File: config.mk
export PLATFORM = sky130hd
export DESIGN_NAME = demux_1to4_stream
export DESIGN_NICKNAME = d
export VERILOG_FILES = /design/src/rtl/demux_1to4_stream.sv
export SDC_FILE = /design/constraint.sdc
export NUM_CORES = 1
export LEC_CHECK = 0
export CAP_MARGIN = 0
export CORE_MARGIN = 8
export CORE_UTILIZATION = 35
export CTS_CLUSTER_DIAMETER = 60
export DETAILED_ROUTE_END_ITERATION = 8
export PLACE_DENSITY = 0.67
export SLEW_MARGIN = 20
export SYNTH_ARGS = -nofsm -noshare
export SYNTH_HDL_FRONTEND = slang
export SYNTH_SLANG_ARGS = --single-unit
File: constraint.sdc
create_clock -name clk -period 1.9 [get_ports clk]
set_input_delay 0.38 -clock clk [delete_from_list [all_inputs] [get_ports clk]]
set_output_delay 0.38 -clock clk [all_outputs]
set_load 0.02 [all_outputs]
File: src/rtl/demux_1to4_stream.sv
// demux_1to4_stream
//   Registered 1-to-4 stream demultiplexer with packet-locked routing.
//   One valid/ready input stream is steered, packet by packet, to one of four
//   output channels. The channel is picked by {s1,s0} on a packet's first beat
//   and held until that packet's last beat. Each channel owns a one-entry
//   register slot, so a stalled channel only blocks packets routed to it.
//
// Ports
//   clk      rising-edge clock
//   rst      asynchronous active-high reset
//   i_data   input payload (DATA_W bits)
//   i_valid  input beat valid
//   i_last   input beat is the last of its packet
//   i_ready  input beat accepted when i_valid && i_ready
//   s0, s1   channel select {s1,s0}, only looked at on a packet's first beat
//   y_data   channel k payload at y_data[k*DATA_W +: DATA_W]
//   y_valid  per-channel valid
//   y_last   per-channel last flag
//   y_ready  per-channel downstream ready
//   busy     high while a packet is in progress (lock held)
module demux_1to4_stream #(
  parameter int DATA_W = 8
) (
  input  logic                  clk,
  input  logic                  rst,
  input  logic [DATA_W-1:0]     i_data,
  input  logic                  i_valid,
  input  logic                  i_last,
  output logic                  i_ready,
  input  logic                  s0,
  input  logic                  s1,
  output logic [4*DATA_W-1:0]   y_data,
  output logic [3:0]            y_valid,
  output logic [3:0]            y_last,
  input  logic [3:0]            y_ready,
  output logic                  busy
);

  localparam logic [0:0] IDLE = 1'b0;
  localparam logic [0:0] BUSY = 1'b1;

  logic [0:0]        state_q;
  logic [1:0]        sel_q;
  logic [1:0]        tgt;
  logic [3:0]        slot_free;
  logic              accept;

  logic [DATA_W-1:0] data_p1 [4];
  logic [3:0]        vld_p1;
  logic [3:0]        last_p1;

  // Stage p0: route decision. While a packet is in progress the live select
  // pins are ignored and the locked channel is used instead. A slot is free if
  // empty or being drained this cycle, which is the only combinational path
  // from the outputs back to i_ready.
  always_comb begin
    tgt       = (state_q == BUSY) ? sel_q : {s1, s0};
    slot_free = ~vld_p1 | y_ready;
    i_ready   = slot_free[tgt];
    accept    = i_valid & i_ready;
  end

  always_ff @(posedge clk or posedge rst) begin
    if (rst) begin
      state_q <= IDLE;
      sel_q   <= 2'b00;
    end else if (accept) begin
      case (state_q)
        IDLE: begin
          if (!i_last) begin
            sel_q   <= tgt;
            state_q <= BUSY;
          end
        end
        default: begin
          if (i_last) state_q <= IDLE;
        end
      endcase
    end
  end

  // Stage p1: per-channel output slots. A fill wins over a drain so that a
  // simultaneous drain+fill keeps the slot valid with the new beat. Payload is
  // only written on a fill, so it holds while stalled or empty.
  always_ff @(posedge clk or posedge rst) begin
    if (rst) begin
      vld_p1  <= 4'b0000;
      last_p1 <= 4'b0000;
      for (int k = 0; k < 4; k++) data_p1[k] <= '0;
    end else begin
      for (int k = 0; k < 4; k++) begin
        if (accept && (tgt == 2'(k))) begin
          vld_p1[k]  <= 1'b1;
          data_p1[k] <= i_data;
          last_p1[k] <= i_last;
        end else if (y_ready[k]) begin
          vld_p1[k]  <= 1'b0;
        end
      end
    end
  end

  for (genvar k = 0; k < 4; k++) begin : g_out
    assign y_data[k*DATA_W +: DATA_W] = data_p1[k];
  end

  assign y_valid = vld_p1;
  assign y_last  = last_p1;
  assign busy    = (state_q == BUSY);

endmodule
* Word level (Yosys, flattened, before mapping) *
Index checks and enable logic that the tools add are counted.

operators by class
  magnitude comparators = 1
  eq/ne operators = 3
  multiplexer cells = 12
  bitwise operators = 5
  reductions and logical operators = 10

operators by type and width
  kind                                                                  number
  1-bit 2-to-1 mux                                                      10
  2-bit nonzero test                                                    4
  2-bit == test, second input constant                                  2
  1-bit logical AND                                                     4
  4-bit inverter                                                        1
  4-bit bitwise OR                                                      1
  2-bit by 3-bit < comparator with 1-bit output, second input constant  1
  3-bit AND reduction                                                   1
  1-bit binary-select mux with 2-bit select                             1
  2-bit by 1-bit == test with 1-bit output, second input constant       1
  2-bit logical NOT                                                     1
  2-bit 2-to-1 mux                                                      1
  1-bit inverter                                                        2
  1-bit AND                                                             1

word-level totals
  register bits after elaboration = 43
  bits of input ports = 18
  output and inout port bits = 42
  logic and storage cells = 45

* Depth between registers and ports, before layout *
  word-level depth = 7
  gate-level depth with buffers = 5
  gate-level depth less buffers = 4

* Worst setup path after synthesis *
Ideal clock, no wire load.

  kind = reg-to-reg
  start point = reg state_q, in the netlist busy
  end point = reg sel_q[0]
  setup time = 0.127 ns
  data arrival time = 1.867 ns
  data required time = 1.773 ns
  slack = -0.095 ns
  cell stages (with the launch flop) = 5
  path buffers = 0
  period minus slack after synthesis = 1.995 ns
  cell sequence = dfrtp_1 -> mux2i_4 -> mux4_2 -> nand2_1 -> mux2_1

between the ends
  word-level cells in the longest chain between the ends = 5
  elaborated cells between the ends (all ways) = 6
  those cells by class = mux: 3; bitwise: 2; reduce/logical: 1

ends and longest elaborated chain
  element                                    RTL line  RTL
  from (decl)                                42        logic [0:0] state_q;
  from (signal assigned)                     65        state_q <= IDLE;
  from (signal assigned)                     72        state_q <= BUSY;
  from (signal assigned)                     76        if (i_last) state_q <= IDLE;
  2-bit 2-to-1 mux                           57        tgt = (state_q == BUSY) ? sel_q : {s1, s0};
  1-bit binary-select mux with 2-bit select  59        i_ready = slot_free[tgt];
  1-bit 2-to-1 mux (not written as such)     59
  1-bit AND                                  60        accept = i_valid & i_ready;
  3-bit AND reduction (no source line)       -
  to (signal assigned)                       71        sel_q <= tgt;
  to (decl)                                  43        logic [1:0] sel_q;

Several ways; a longest one is shown, not always the timed one. The select of a mux whose other input is x is not followed.
A chain may end at the register's enable or synchronous reset.

* Worst setup path after layout *
  start point = reg state_q, in the netlist busy
  end point = out i_ready

between the ends
  word-level cells in the longest chain between the ends = 3

ends and longest elaborated chain
  element                                    RTL line  RTL
  2-bit 2-to-1 mux                           57
  1-bit binary-select mux with 2-bit select  59
  1-bit 2-to-1 mux (not written as such)     59
  to (decl)                                  29        output logic i_ready,

No other way between the ends. The select of a mux whose other input is x is not followed.

==> results.json <==
{
  "outcome": "finished, violations left",
  "violations": "negative setup slack",
  "place.gp.congestion": 0.8750,
  "finalMaxSlewViolations": 0,
  "crit_path_top_delay_cell": "dfrtp_2",
  "cts.clk_slew.worst_paths_ps": 80,
  "cts.sinks": 43,
  "ys_types": 20,
  "grt_pass1_vias": 1494,
  "core_um2": 4977,
  "timing.reg2reg.setup_slack_ps": 20,
  "met1_usage_pct": 15.38,
  "critical_path.max_fanout": 3,
  "initial_utilization_pct": 35.37,
  "final_util_pct": 55.30,
  "drive_above_1_share_pct": 34.15,
  "routed_wl_um": 4836,
  "drt.antenna.violating_nets": 0,
  "antenna_found_initial": 0,
  "period_share_pct": 103.3,
  "die_w_um": 86.92,
  "synth_nets": 131,
  "ys_warn_count": 0,
  "yosysTopAreaCell": "dfrtp_1",
  "synth_top_area_share_pct": 61.12,
  "avgSynthCellArea_um2": 15.58,
  "track_usage_pct": 13.50,
  "crit_required_ps": 1520,
  "cts_hold_buffers": 0,
  "first_pass_iters": 6,
  "grt_overflow": 0,
  "finalSetupViolCount": 1,
  "num-nets-final": 222,
  "grt_util_met2_pct": 22.62,
  "fin_setup_tns_ps": -62.86,
  "cts-root-buf": "clkbuf_8",
  "diodes": 0,
  "cp_cell_sequence": "mux2i_4, mux2i_2, mux2i_1, buf_2",
  "yosys-top-cells-area": "dfrtp_1, mux2_2, mux2_1, mux2i_1, nand2b_1",
  "wire_per_inst_um": 17.59,
  "worstHoldPathType": "in -> async",
  "hold_viol": 0,
  "ir_worst_vdd_uv": 975.7,
  "dieArea_um2": 7555,
  "viasPerCell": 4.676,
  "areaGrowthSynthToFinish_pct": 56.36,
  "power.density_nw_per_um2": 1842,
  "gr-usage-met3_pct": 5.943,
  "vias": 1286,
  "synth-seq-cells": 43,
  "cp-end-kind": "output port",
  "pin_count": 60,
  "htreeDepth": 2,
  "rsz0062_at_grt": "yes",
  "startpoint_type": "flop",
  "cts_tree": "yes",
  "grt_pass1_wl_um": 7872,
  "seq_area_frac_synth_pct": 61.12,
  "clock.fmax_mhz": 509.5,
  "syn_area_um2": 1760,
  "dp_hpwl_um": 3664,
  "cp.arrival_ps": 1580,
  "cts_buffers": 5,
  "tightest_slew_ps": 513.6,
  "drc": 0,
  "row_count": 26,
  "die_h_um": 86.92,
  "cp_slowest_stage_delay_ps": 400,
  "top_usage_layer": "met2",
  "fin_skew_ps": 5.632,
  "grt_max_degree": 25,
  "slew_headroom_pct": 65.55,
  "port_buffers": 59,
  "syn_inst": 113,
  "clk_path_buf_depth": 2,
  "maxCapViolCount": 0,
  "path_class": "reg -> out",
  "clock_latency_ps": 290,
  "whs_ps": 362.3,
  "setup_ws_ps": -62.86,
  "p_leak_nw": 1.205,
  "drtIter0Drc": 64,
  "period_needed_ps": 1963
}
## layout by cell type, fill, tap and decap left out, drive strengths merged
cell	count
nand2b	6
mux2i	6
a21oi	2
o22ai	1
nand3b	1
mux2	37
nand3	1
dlygate4sd2	1
nor3b	1
mux4	1
nand4	1
clkbuf	8
buf	27
clkdlybuf4s50	57
nand4b	1
nand2	6
nor2b	1
inv	2
o2bb2ai	1
dfrtp	43
clkinv	1
## cell usage after synthesis, drive strengths merged
library cell	instances
mux2i	6
nand2b	6
nand4	1
nand3b	1
nor3b	1
o2bb2ai	1
buf	1
o22ai	1
nor2b	1
a21oi	2
mux4	1
nand4b	1
dfrtp	43
mux2	37
nand3	1
nand2	6
inv	3
## worst max-delay path: cells and delay by family (launching register included)
kind / cells / cell delay (ps)
flops: 1 / 400
buf+inv: 1 / 170
mux: 3 / 720
## per-stage QoR
stage | instances | area, µm² | setup WS, ps | power (mW)
5_1_grt | 275 | 2753 | -140.5 | 5.371
6_report | 275 | 2753 | -62.86 | 5.071
3_3_place_gp | 261 | 2597 | -407.0 | 4.276
4_1_cts | 271 | 2716 | -28.07 | 5.054
2_1_floorplan | 113 | 1762 | 19.93 | 2.976
3_5_place_dp | 261 | 2597 | -478.5 | 4.369
## logic make-up after synthesis
family                 share of synthesized area, %
and+or+nand+nor                               7.250
muxes                                         29.28
DFF                                           61.12
buffers and inverters                        0.9236
AOI/OAI and AO/OA                             1.422
## timing repair
item / in CTS / in global routing
resized for setup: 8 / 2
setup buffers: 3 / 4
endpoints found under the setup margin: 2 / 8
hold endpoints to repair: 0 / 0
## worst paths after layout
kind | startpoint | end | depth (start not counted)
setup / recovery | busy$_DFFE_PP0P_ | i_ready | 4
hold / removal | rst | y_data[10]$_DFFE_PP0P_ | 2
setup reg to reg | busy$_DFFE_PP0P_ | sel_q[0]$_DFFE_PP0P_ | 5
hold reg to reg | y_data[30]$_DFFE_PP0P_ | y_data[30]$_DFFE_PP0P_ | 1
max in group asynchronous | rst | y_data[28]$_DFFE_PP0P_ | 3
min in group clk | y_data[30]$_DFFE_PP0P_ | y_data[30]$_DFFE_PP0P_ | 1
## sequential cells by signal, indices dropped and copies added (netlist names)
register and cells:
y_data 32, busy 1, sel_q 2, y_last 4
y_valid 4
## report_power, final
group          internal [mW]  total, mW  switching, mW
logic                   1.50       2.79           1.29
clock network          0.332      0.622          0.291
registers               1.39       1.66          0.277
total                   3.22       5.07           1.86
## layer usage
metal	vias to the layer above	wire, µm
met5	-	0
met4	0	38
met3	6	387
met2	50	2441
met1	648	1968
li1	582	-
## cell type report
cell class	count	area (µm²)
clock buffers	8	100.1
fillers	421	2225
repair buffers	85	795.8
flip-flops and latches	43	1077
multi-input cells	66	680.7
inverters	3	11.26
well taps	70	87.58
No activity file was read; power rests on OpenSTA's default activity.
